File: src/rtl/i2c_target.sv
// I2C target (slave) responder: single 7-bit address, byte-stream receive strobe and fetch-handshake transmit.
// Latency: pad-to-filtered level is 2 sync + FILT_LEN samples; SDA drive changes the cycle after a filtered SCL fall.
// Backpressure: none; every written byte is ACKed and tx_data must be valid on the tx_req cycle.
//
// Ports:
//   clk, rst            system clock, asynchronous active-high reset
//   scl_in, sda_in      asynchronous pad levels
//   sda_oe              1 = pull SDA low (open drain)
//   rx_data, rx_valid   last byte written by the master, one-cycle strobe
//   tx_data, tx_req     read byte, sampled on the cycle tx_req is high
//   busy                address matched, until STOP or mismatch
//   nack_seen           one-cycle strobe, master NACKed a read byte
module i2c_target #(
    parameter logic [6:0] SLV_ADDR = 7'h42,
    parameter int         FILT_LEN = 3      // must be >= 2
) (
    input  logic       clk,
    input  logic       rst,
    input  logic       scl_in,
    input  logic       sda_in,
    output logic       sda_oe,
    output logic [7:0] rx_data,
    output logic       rx_valid,
    input  logic [7:0] tx_data,
    output logic       tx_req,
    output logic       busy,
    output logic       nack_seen
);

    typedef enum logic [2:0] {
        IDLE, ADDR, ADDR_ACK, RX_BYTE, RX_ACK, TX_BYTE, TX_ACK, WAIT_STOP
    } state_t;

    localparam int ARM_CYC = FILT_LEN + 2;
    localparam int ARM_W   = $clog2(ARM_CYC + 1);

    // ------------------------------------------------------------------
    // Input conditioning
    // ------------------------------------------------------------------
    logic [1:0]          scl_sync, sda_sync;
    logic [FILT_LEN-1:0] scl_hist, sda_hist;
    logic                scl_f, sda_f, scl_prev, sda_prev;
    logic [ARM_W-1:0]    arm_cnt;
    logic                armed;

    always_ff @(posedge clk or posedge rst) begin
        if (rst) begin
            scl_sync <= 2'b11;
            sda_sync <= 2'b11;
            scl_hist <= '1;
            sda_hist <= '1;
            scl_f    <= 1'b1;
            sda_f    <= 1'b1;
            scl_prev <= 1'b1;
            sda_prev <= 1'b1;
            arm_cnt  <= '0;
            armed    <= 1'b0;
        end else begin
            scl_sync <= {scl_sync[0], scl_in};
            sda_sync <= {sda_sync[0], sda_in};
            scl_hist <= {scl_hist[FILT_LEN-2:0], scl_sync[1]};
            sda_hist <= {sda_hist[FILT_LEN-2:0], sda_sync[1]};
            if (&scl_hist)       scl_f <= 1'b1;
            else if (~|scl_hist) scl_f <= 1'b0;
            if (&sda_hist)       sda_f <= 1'b1;
            else if (~|sda_hist) sda_f <= 1'b0;
            scl_prev <= scl_f;
            sda_prev <= sda_f;
            // The filter comes out of reset assuming an idle-high bus; hold off
            // edge detection until real pad levels have flushed through, so a
            // bus that is low at reset release never looks like a START.
            if (!armed) begin
                arm_cnt <= arm_cnt + 1'b1;
                if (arm_cnt == ARM_W'(ARM_CYC)) armed <= 1'b1;
            end
        end
    end

    logic scl_rise, scl_fall, start_det, stop_det;

    assign scl_rise  = armed & scl_f & ~scl_prev;
    assign scl_fall  = armed & ~scl_f & scl_prev;
    // While we pull SDA low, any SDA transition is our own doing, not framing.
    assign start_det = armed & ~sda_oe & scl_f & scl_prev & sda_prev & ~sda_f;
    assign stop_det  = armed & ~sda_oe & scl_f & scl_prev & ~sda_prev & sda_f;

    // ------------------------------------------------------------------
    // Protocol FSM
    // ------------------------------------------------------------------
    state_t      state, state_nxt;
    logic [2:0]  bit_cnt, bit_cnt_nxt;
    logic [7:0]  shreg, shreg_nxt;
    logic        rw, rw_nxt;
    logic        sda_oe_nxt, rx_valid_nxt, busy_nxt, nack_seen_nxt;
    logic [7:0]  rx_data_nxt;
    logic [7:0]  byte_in;

    assign byte_in = {shreg[6:0], sda_f};

    always_ff @(posedge clk or posedge rst) begin
        if (rst) begin
            state     <= IDLE;
            bit_cnt   <= 3'd0;
            shreg     <= 8'h00;
            rw        <= 1'b0;
            sda_oe    <= 1'b0;
            rx_data   <= 8'h00;
            rx_valid  <= 1'b0;
            busy      <= 1'b0;
            nack_seen <= 1'b0;
        end else begin
            state     <= state_nxt;
            bit_cnt   <= bit_cnt_nxt;
            shreg     <= shreg_nxt;
            rw        <= rw_nxt;
            sda_oe    <= sda_oe_nxt;
            rx_data   <= rx_data_nxt;
            rx_valid  <= rx_valid_nxt;
            busy      <= busy_nxt;
            nack_seen <= nack_seen_nxt;
        end
    end

    always_comb begin
        state_nxt     = state;
        bit_cnt_nxt   = bit_cnt;
        shreg_nxt     = shreg;
        rw_nxt        = rw;
        sda_oe_nxt    = sda_oe;
        rx_data_nxt   = rx_data;
        rx_valid_nxt  = 1'b0;
        busy_nxt      = busy;
        nack_seen_nxt = 1'b0;
        tx_req        = 1'b0;

        if (stop_det) begin
            state_nxt   = IDLE;
            sda_oe_nxt  = 1'b0;
            busy_nxt    = 1'b0;
            bit_cnt_nxt = 3'd0;
        end else if (start_det) begin
            // busy is left alone: it is re-decided by the next address byte.
            state_nxt   = ADDR;
            sda_oe_nxt  = 1'b0;
            bit_cnt_nxt = 3'd0;
        end else begin
            case (state)
                IDLE: ;
                ADDR: begin
                    if (scl_rise) begin
                        shreg_nxt   = byte_in;
                        bit_cnt_nxt = bit_cnt + 3'd1;
                        if (bit_cnt == 3'd7) begin
                            if (byte_in[7:1] == SLV_ADDR) begin
                                state_nxt = ADDR_ACK;
                                busy_nxt  = 1'b1;
                                rw_nxt    = byte_in[0];
                            end else begin
                                state_nxt = IDLE;
                                busy_nxt  = 1'b0;
                            end
                        end
                    end
                end
                ADDR_ACK, RX_ACK: begin
                    // sda_oe doubles as the ACK-slot phase: the first SCL fall
                    // starts the drive, the second one ends the ACK clock.
                    if (scl_fall) begin
                        if (!sda_oe) begin
                            sda_oe_nxt = 1'b1;
                        end else begin
                            sda_oe_nxt  = 1'b0;
                            bit_cnt_nxt = 3'd0;
                            if (state == ADDR_ACK && rw) begin
                                tx_req     = 1'b1;
                                shreg_nxt  = tx_data;
                                sda_oe_nxt = ~tx_data[7];
                                state_nxt  = TX_BYTE;
                            end else begin
                                state_nxt = RX_BYTE;
                            end
                        end
                    end
                end
                RX_BYTE: begin
                    if (scl_rise) begin
                        shreg_nxt   = byte_in;
                        bit_cnt_nxt = bit_cnt + 3'd1;
                        if (bit_cnt == 3'd7) begin
                            rx_data_nxt  = byte_in;
                            rx_valid_nxt = 1'b1;
                            state_nxt    = RX_ACK;
                        end
                    end
                end
                TX_BYTE: begin
                    // The MSB is already on the wire; each fall moves to the
                    // next bit, and the eighth fall hands SDA to the master.
                    if (scl_fall) begin
                        if (bit_cnt == 3'd7) begin
                            sda_oe_nxt  = 1'b0;
                            bit_cnt_nxt = 3'd0;
                            state_nxt   = TX_ACK;
                        end else begin
                            shreg_nxt   = {shreg[6:0], 1'b0};
                            sda_oe_nxt  = ~shreg[6];
                            bit_cnt_nxt = bit_cnt + 3'd1;
                        end
                    end
                end
                TX_ACK: begin
                    // A NACK leaves on the rise, so any fall seen here follows an ACK.
                    if (scl_rise && sda_f) begin
                        nack_seen_nxt = 1'b1;
                        sda_oe_nxt    = 1'b0;
                        state_nxt     = WAIT_STOP;
                    end else if (scl_fall) begin
                        tx_req      = 1'b1;
                        shreg_nxt   = tx_data;
                        sda_oe_nxt  = ~tx_data[7];
                        bit_cnt_nxt = 3'd0;
                        state_nxt   = TX_BYTE;
                    end
                end
                WAIT_STOP: ;
                default: state_nxt = IDLE;
            endcase
        end
    end

endmodule

File: config.mk
export PLATFORM = sky130hd
export DESIGN_NAME = i2c_target
export DESIGN_NICKNAME = d
export VERILOG_FILES = /design/src/rtl/i2c_target.sv
export SDC_FILE = /design/constraint.sdc
export NUM_CORES = 1
export LEC_CHECK = 0
export ABC_AREA = 1
export CORE_ASPECT_RATIO = 0.7
export CORE_UTILIZATION = 50
export CTS_CLUSTER_SIZE = 25
export DETAILED_ROUTE_END_ITERATION = 10
export PLACE_DENSITY_LB_ADDON = 0.1
export SYNTH_ARGS = -nofsm -noshare
export SYNTH_HDL_FRONTEND = slang
export SYNTH_SLANG_ARGS = --single-unit
File: constraint.sdc
create_clock -name clk -period 1.9 [get_ports clk]
set_input_delay 0.285 -clock clk [delete_from_list [all_inputs] [get_ports clk]]
set_output_delay 0.285 -clock clk [all_outputs]
set_load 0.02 [all_outputs]
* Yosys cells after proc, flatten, opt, wreduce, memory -nomap -nowiden
Cells that the tools add are included.
** Word-level totals
- Bits of input ports :: 12
- Logic and storage cells :: 168
- Register bits :: 44
- Output and inout bits :: 13
** Operators by class
- Bitwise operators :: 20
- Equality and inequality tests :: 32
- Reduce and logical (&&, ||, !) cells :: 22
- Add/sub/neg operators :: 2
- Multiplexer cells :: 73
** Operator list (number)
- $mux W3 :: 22
- $mux W7 :: 8
- $ne A4 B4 Y1 const B :: 10
- $mux W1 :: 37
- $pmux W7 S4 :: 1
- $ne A2 B2 Y1 const B :: 9
- $eq A3 B3 Y1 const B :: 5
- $pmux W3 S5 :: 1
- $pmux W3 S4 :: 1
- $and A1 B1 Y1 :: 11
- $reduce_and A11 Y1 :: 1
- $reduce_and A10 Y1 :: 1
- $not A1 Y1 :: 9
- $reduce_and A4 Y1 :: 2
- $eq A7 B7 Y1 const B :: 1
- $reduce_and A7 Y1 :: 1
- $reduce_bool A7 Y1 :: 1
- $add A3 B1 Y3 const B :: 2
- $eq A3 B2 Y1 const B :: 2
- $reduce_and A3 Y1 :: 2
- $reduce_and A6 Y1 :: 1
- $reduce_bool A2 Y1 :: 3
- $reduce_bool A6 Y1 :: 1
- $reduce_or A3 Y1 :: 2
- other kinds (12) :: 15

* Longest topological paths before layout
Gate-level depths: netlist of run 1.
- Depth after elaboration :: 8
- Gate-level depth with buffers :: 11
- Mapped depth without buffers :: 10

* Worst setup path after synthesis of run 1
OpenSTA, ideal clock, no wires.
- Path type :: register to output
- From :: register state[2]
- To :: output port tx_req
- Path buffers :: 1
- Data required time :: 1.615 ns
- Arrival :: 1.252 ns
- Cell stages (with the launch flop) :: 7
- Path slack :: 0.363 ns
- Cell sequence :: dfrtp_1 -> buf_4 -> inv_2 -> nand3_1 -> nor2_1 -> nand2_1 -> a21oi_1
** Between the ends
- Word-level cells in the longest chain between the ends :: 8
- Elaborated cells between the ends (all ways) :: 11
- Those cells by class :: eq/ne (3); mux (6); reduce/logical (2)
** RTL lines
- from (decl) :: line 90 : state_t state, state_nxt;
- from (signal assigned) :: line 112 : state <= state_nxt;
- $eq A3 B2 Y1 :: line 147, 174
- $logic_and A1 B1 Y1 :: line 174 : if (state == ADDR_ACK && rw) begin
- $mux W1 :: line 174
- $mux W1 :: line 169 : if (!sda_oe) begin
- $mux W1 :: line 168 : if (scl_fall) begin
- $pmux W1 S2 * :: line 147 : case (state)
- $mux W1 * :: line 141 : end else if (start_det) begin
- $mux W1 * :: line 136 : if (stop_det) begin
- to (decl) :: line 25 : output logic tx_req,
Mark *: on every way between the ends. The rest lies on a longest branch, timed or not.

* Worst setup path after layout of run 1
- From :: register state[1]
- To :: register shreg[6]
** Between the ends
- Word-level cells in the longest chain between the ends :: 4
- Elaborated cells between the ends (all ways) :: 20
- Those cells by class :: eq/ne (14); mux (1); reduce/logical (5)
** RTL lines
- $eq A3 B2 Y1 (tied with other cells) :: line 147, 174
- $reduce_or A2 Y1 (tied with other cells) :: line 147
- $ne A2 B2 Y1 (no line) (tied with other cells)
- $reduce_and A11 Y1 (no line)
- to (signal assigned) :: line 114 : shreg <= shreg_nxt;
- to (decl) :: line 92 : logic [7:0] shreg, shreg_nxt;
Parallel ways exist; a longest one is shown, timed or not.
A chain may end at the register's enable or synchronous reset.

==> results of run 1 <==
==> kinds of logic (layout without fill, tap and decap cells) <==
logic type      count (synthesis)  after routing  share of synthesized area
compound gates                 33             33                    0.08669
buf+inv                        35             72                    0.06712
flops                          44             44                     0.5000
fa+ha+maj                       4              4                    0.02237
simple gates                  140            140                     0.3160
xor+xnor                        2              2                   0.007831
==> power by group through the flow <==
stage | Clock [µW] | Combinational, µW | Sequential, µW
final | 740 | 112 | 999
after floorplan | 0 | 61.3 | 1010
after global routing | 786 | 127 | 1000
after detailed placement | 0 | 112 | 1020
after CTS | 751 | 113 | 999
after global placement | 0 | 111 | 1010
==> final cells by class <==
| type | instances | area [µm²] | area share |
|---|---|---|---|
| clock buffers | 5 | 68.82 | 0.02540 |
| multi-input cells | 179 | 968.4 | 0.3575 |
| flip-flops and latches | 44 | 1119 | 0.4129 |
| well taps | 52 | 65.06 | 0.02402 |
| repair buffers | 35 | 330.3 | 0.1219 |
| clock inverters | 3 | 46.29 | 0.01709 |
| inverters | 29 | 111.4 | 0.04111 |
==> repair_timing <==
item                       4_1_cts  5_1_grt
hold buffers                     0        0
gates resized for setup          1        2
setup endpoints to repair        1        1
==> layer usage <==
layer  share of wire  GRT usage
met1            0.49     0.3416
met2            0.43     0.2940
met3           0.073    0.06299
met4          0.0072    0.06015
met5               0          0
==> sequential cells by signal (all words and copies together) (netlist names), 2 cells and up <==
name,flops
arm_cnt,3
bit_cnt,3
rx_data,8
scl_hist,3
scl_sync,2
sda_hist,3
sda_sync,2
shreg,7
state,3
==> critical path, stage by stage, from the launching register on <==
cell and delay (ns):
dfrtp_1 0.42, buf_4 0.17, inv_2 0.06, nand2_2 0.07, nand2_2 0.09, nand3_2 0.13, and3_1 0.43, nand2_4 0.13
nand2_1 0.08, nand2_1 0.05
==> cells in the final DEF (no fill, tap or decap), types with 2 or more instances in the layout <==
cell type / instances
dfrtp_1: 30
nor3_1: 3
inv_2: 5
nor2_1: 15
nand3_1: 27
clkdlybuf4s50_1: 23
buf_4: 10
nand3_4: 3
o21ai_0: 12
dfstp_2: 14
nand2_2: 4
a21oi_1: 4
o21ai_4: 2
ha_1: 4
inv_1: 22
o21ai_1: 13
nand2_1: 74
nand4_1: 3
clkbuf_8: 5
nand3_2: 2
nand2_4: 3
==> cells in the mapped netlist, drive strengths merged <==
library cell	n	area, µm²
nor2	17	82.58
nand2	81	336.6
a21oi	4	20.02
ha	4	50.05
dfstp	14	367.9
nand4	4	31.28
a21boi	1	7.510
dfrtp	30	750.7
nor3	3	15.01
nand3b	2	27.53
o21ai	28	166.4
inv	29	111.4
and3	1	6.260
xnor2	1	8.760
buf	6	38.79
nand3	32	207.7
xor2	1	8.760
==> metrics by stage <==
stage | instances | hold slack [ns] | util | total power (µW) | cell area [µm²]
5_1_grt | 347 | 0.3588 | 0.6625 | 1915 | 2709
3_5_place_dp | 339 | 0.3472 | 0.6356 | 1128 | 2599
3_3_place_gp | 339 | 0.3462 | 0.6356 | 1126 | 2599
4_1_cts | 347 | 0.3363 | 0.6634 | 1863 | 2713
2_1_floorplan | 258 | 0.2895 | - | 1072 | 2237
6_report | 347 | 0.3201 | 0.6625 | 1850 | 2709
==> worst paths after layout <==
kind / to / slack (ns) / cells after the start
max: shreg[6] / 0.14 / 9
min: nack_seen / 0.32 / 3
max reg2reg: shreg[6] / 0.14 / 9
min reg2reg: scl_hist[0] / 0.36 / 0
max in group asynchronous: sda_sync[1] / 1.29 / 3
min in group clk: scl_hist[0] / 0.36 / 0
==> impl_metrics.py, run 1 <==
metrics = {
    "sta": {
        "slew_viol_final": 0,
        "rsz0062_at_grt": "false",
        "max_freq_ghz": 0.5696,
        "setup_viol_count_final": 0,
        "hold_viol": 0,
        "tightestPinTransition_ns": 0.4187,
        "maxSlewHeadroom": 0.7209,
        "tns_ns": 0,
        "fin_skew_ns": 0.01129,
        "fin_crit_sh": 0.9240,
        "layout_setup_ws_ns": 0.1444,
        "fin_crit_ns": 1.756,
    },
    "yosys": {
        "synth_seq_cells": 44,
        "synth_nets": 274,
        "syn-mean-instance-area_um2": 8.671,
        "synth.cell_area_mm2": 0.002237,
        "ys_seq_area_frac": 0.5000,
        "synth_cells": 258,
        "yosys_warnings": 0,
        "ys_types": 32,
    },
    "power_and_ir_drop": {
        "p_seq_frac": 0.540,
        "ir_worst_vdd_mv": 0.3967,
        "p_per_area_mw_per_mm2": 682.9,
        "p_comb_frac": 0.060,
        "switching_share": 0.2323,
        "p_int_uw": 1420,
        "p_leak_uw": 0.001354,
        "p_switching_uw": 429.7,
        "clockPowerShare": 0.400,
    },
    "setup_path": {
        "critPathMaxFanout": 8,
        "arrival_ns": 1.94,
        "crit_start": "state[1]",
        "cp-start-kind": "flip-flop",
        "crit_type": "reg2reg",
        "critPathRequiredTime_ns": 2.09,
        "rr_startpoint": "state[1]",
        "cp-end-kind": "flip-flop",
    },
    "place": {
        "io_buffers": 24,
        "gp_congestion": 0.8553,
        "post-place-ws_ns": 0.08435,
        "hpwl_mm": 3.401,
    },
    "grt": {
        "antenna_found_initial": 0,
        "grt_pass1_wl_mm": 7.679,
        "grt_max_degree": 45,
        "grt.overflow.total": 0,
        "grt_pass1_vias": 1624,
        "grt_usage": 0.2190,
    },
    "detailed_routing": {
        "first_iter_violations": 134,
        "dr.pass1.iters": 4,
        "drt-total-wl_mm": 4.697,
        "drc_errors": 0,
        "drt-vias-per-instance": 5.127,
        "avgRoutedWirePerCell_um": 13.54,
        "dr_total_vias": 1779,
        "ant_nets": 0,
    },
    "floorplan": {
        "die_w_um": 81.95,
        "boundaryPins": 25,
        "rows": 19,
        "start_util": 0.5471,
        "coreArea_mm2": 0.004089,
        "chipHeight_um": 57.97,
        "die_area_mm2": 0.004750,
    },
    "cts": {
        "cts_tree": "done",
        "path_clk_slew_ns": 0.10,
        "cts_sinks": 44,
        "htreeDepth": 2,
        "cts-root-buf": "clkbuf_8",
        "post_cts_buffers": 0,
        "insertion_delay_ns": 0.30,
        "cts_buffers": 5,
        "clockBufferDepth": 2,
    },
    "status": {
        "status": "complete, no violations",
    },
    "hold_path": {
        "hold_path.class": "in2async",
    },
    "layout": {
        "drive_gt1_frac": 0.2000,
        "layout.nets": 310,
        "fillers": 361,
        "antennaDiodeCount": 0,
        "area_delta_synth_final_pct": 21.09,
    },
    "flow_run": {
        "maxCapViolCount": 0,
    },
}
(Power assumes the default switching activity.)
==> run 2: changes to the inputs <==
Settings changed: PLACE_DENSITY set to 0.76, PLACE_DENSITY_LB_ADDON 0.1 to unset.
==> impl_metrics.py, run 2 (synthesis gave the netlist of run 1 again) <==
metrics = {
    "place": {
        "io_buffers": 24,
        "gp_congestion": 0.9247,
        "hpwl_mm": 3.392,
        "placed_cells": 339,
    },
    "detailed_routing": {
        "first_iter_violations": 165,
        "drt-vias-per-instance": 5.216,
        "drt-total-wl_mm": 4.545,
        "dr.pass1.iters": 4,
        "dr_total_vias": 1810,
        "drc_errors": 0,
        "avgRoutedWirePerCell_um": 13.10,
        "ant_nets": 0,
    },
    "grt": {
        "antenna_found_initial": 0,
        "grt.overflow.total": 0,
        "grt_usage": 0.2296,
        "grt_pass1_wl_mm": 7.941,
        "grt_max_degree": 45,
        "grt_pass1_vias": 1690,
    },
    "power_and_ir_drop": {
        "switching_share": 0.2059,
        "ir_worst_vdd_mv": 0.4504,
        "p_int_uw": 1496,
        "p_per_area_mw_per_mm2": 692.3,
        "p_leak_uw": 0.001363,
        "p_switching_uw": 387.9,
        "clockPowerShare": 0.412,
        "p_seq_frac": 0.530,
        "p_comb_frac": 0.058,
    },
    "layout": {
        "layout_common_cells": "74 x nand2_1, 30 x dfrtp_1, 27 x nand3_1",
        "antennaDiodeCount": 0,
        "layout.cells.non_filler": 347,
        "regMostFlops": "rx_data",
        "top_regs": "rx_data (8), shreg (7)",
        "area_delta_synth_final_pct": 21.64,
        "drive_gt1_frac": 0.1966,
        "layout.nets": 310,
        "largest_register_ffs": 8,
        "final_common_cell": "nand2_1",
    },
    "cts": {
        "htreeDepth": 2,
        "post_cts_buffers": 0,
        "cts_resized": 2,
        "cts_tree": "done",
        "path_clk_slew_ns": 0.08,
        "clockBufferDepth": 2,
        "postCtsHoldBufs": 0,
        "insertion_delay_ns": 0.29,
        "cts_buffers": 5,
        "cts-root-buf": "clkbuf_8",
        "cts_sinks": 44,
    },
    "sta": {
        "max_freq_ghz": 0.5646,
        "fin_crit_ns": 1.771,
        "hold_viol": 0,
        "fin_crit_sh": 0.9323,
        "slew_viol_final": 0,
        "maxSlewHeadroom": 0.7302,
        "setup_viol_count_final": 0,
        "tns_ns": 0,
        "fin_skew_ns": 0.008595,
        "rsz0062_at_grt": "false",
        "tightestPinTransition_ns": 0.4032,
    },
    "floorplan": {
        "die_area_mm2": 0.004750,
        "chipHeight_um": 57.97,
        "die_w_um": 81.95,
        "coreArea_mm2": 0.004089,
        "start_util": 0.5471,
        "boundaryPins": 25,
        "rows": 19,
    },
    "setup_path": {
        "arrival_ns": 1.49,
        "critPathMaxFanout": 3,
        "crit_type": "reg2out",
        "cp-start-kind": "flip-flop",
        "critPathRequiredTime_ns": 1.62,
        "crit_chain": "nand2_1 -> nor2_1 -> inv_1 -> a21oi_1 -> clkbuf_2",
        "critPathTopFamily": "flip-flops",
        "critPathBufInv": 2,
        "cp-end-kind": "output pin",
        "cp_slowest_cell": "dfstp_2",
        "slowest_delay_ns": 0.55,
    },
    "status": {
        "status": "complete, no violations",
    },
    "hold_path": {
        "hold_path.class": "in2async",
    },
    "flow_run": {
        "maxCapViolCount": 0,
    },
}
==> run 2: cell count changes in the layout (fill, tap and decap cells not counted), sizes merged <==
| cell | previous run | this run |
|---|---|---|
| clkbuf | 6 | 8 |
| clkinvlp | 1 | 0 |
| inv | 29 | 28 |
==> run 2: metrics by stage <==
| stage | util | total power [µW] | setup WS, ns | cell area [µm²] | hold WS [ns] |
|---|---|---|---|---|---|
| 2_1_floorplan | - | 1072 | 0.3631 | 2237 | 0.2895 |
| 3_3_place_gp | 0.6356 | 1123 | 0.07896 | 2599 | 0.3453 |
| 3_5_place_dp | 0.6356 | 1127 | 0.03303 | 2599 | 0.3469 |
| 4_1_cts | 0.6668 | 1906 | 0.003738 | 2726 | 0.3443 |
| 5_1_grt | 0.6655 | 1966 | 0.03075 | 2721 | 0.3532 |
| 6_report | 0.6655 | 1884 | 0.1287 | 2721 | 0.3295 |
==> run 2: path summary, 6_finish.rpt <==
| path | start | to | slack, ns | cells past startpoint |
|---|---|---|---|---|
| worst max-delay path | scl_prev | tx_req | 0.13 | 5 |
| worst min-delay path | rst | busy | 0.33 | 3 |
| worst max register to register | sda_f | state[2] | 0.14 | 7 |
| worst min register to register | sda_sync[0] | sda_sync[1] | 0.36 | 0 |
| max in group asynchronous | rst | scl_hist[0] | 1.29 | 3 |
| min in group clk | sda_sync[0] | sda_sync[1] | 0.36 | 0 |
==> run 2: worst register-to-register path, delay by kind of cell (launching register included) <==
family | cells | cell delay [ns]
buffers and inverters | 2 | 0.27
flip-flops | 1 | 0.57
AND/OR/NAND/NOR | 3 | 0.27
AO/OA/AOI/OAI | 2 | 0.59
==> run 2: layer usage <==
layer,up-vias,track usage,share of wire
met3,8,0.05197,0.056
li1,905,-,-
met5,-,0,0
met4,0,0.07519,0.012
met2,44,0.3093,0.42
met1,853,0.3607,0.51
==> run 2: layout make-up <==
type	instances	area [µm²]
fill	346	1368
multi-input combinational	179	968.4
sequential	44	1119
clock buffer	7	97.59
tap	52	65.06
clock inverter	1	30.03
timing repair buffer	35	330.3
inverter	29	111.4
==> run 2: power by group through the flow <==
stage | clock, µW | combinational [µW] | sequential [µW]
6_report | 775 | 110 | 999
5_1_grt | 839 | 124 | 1000
4_1_cts | 795 | 113 | 998
3_5_place_dp | 0 | 111 | 1020
3_3_place_gp | 0 | 109 | 1010
2_1_floorplan | 0 | 61.3 | 1010
==> run 3: changes to the inputs <==
Settings changed: CAP_MARGIN set to 15.
==> results of run 3 <==
Same layout as run 2: the final DEF is identical, and so are final timing and power.
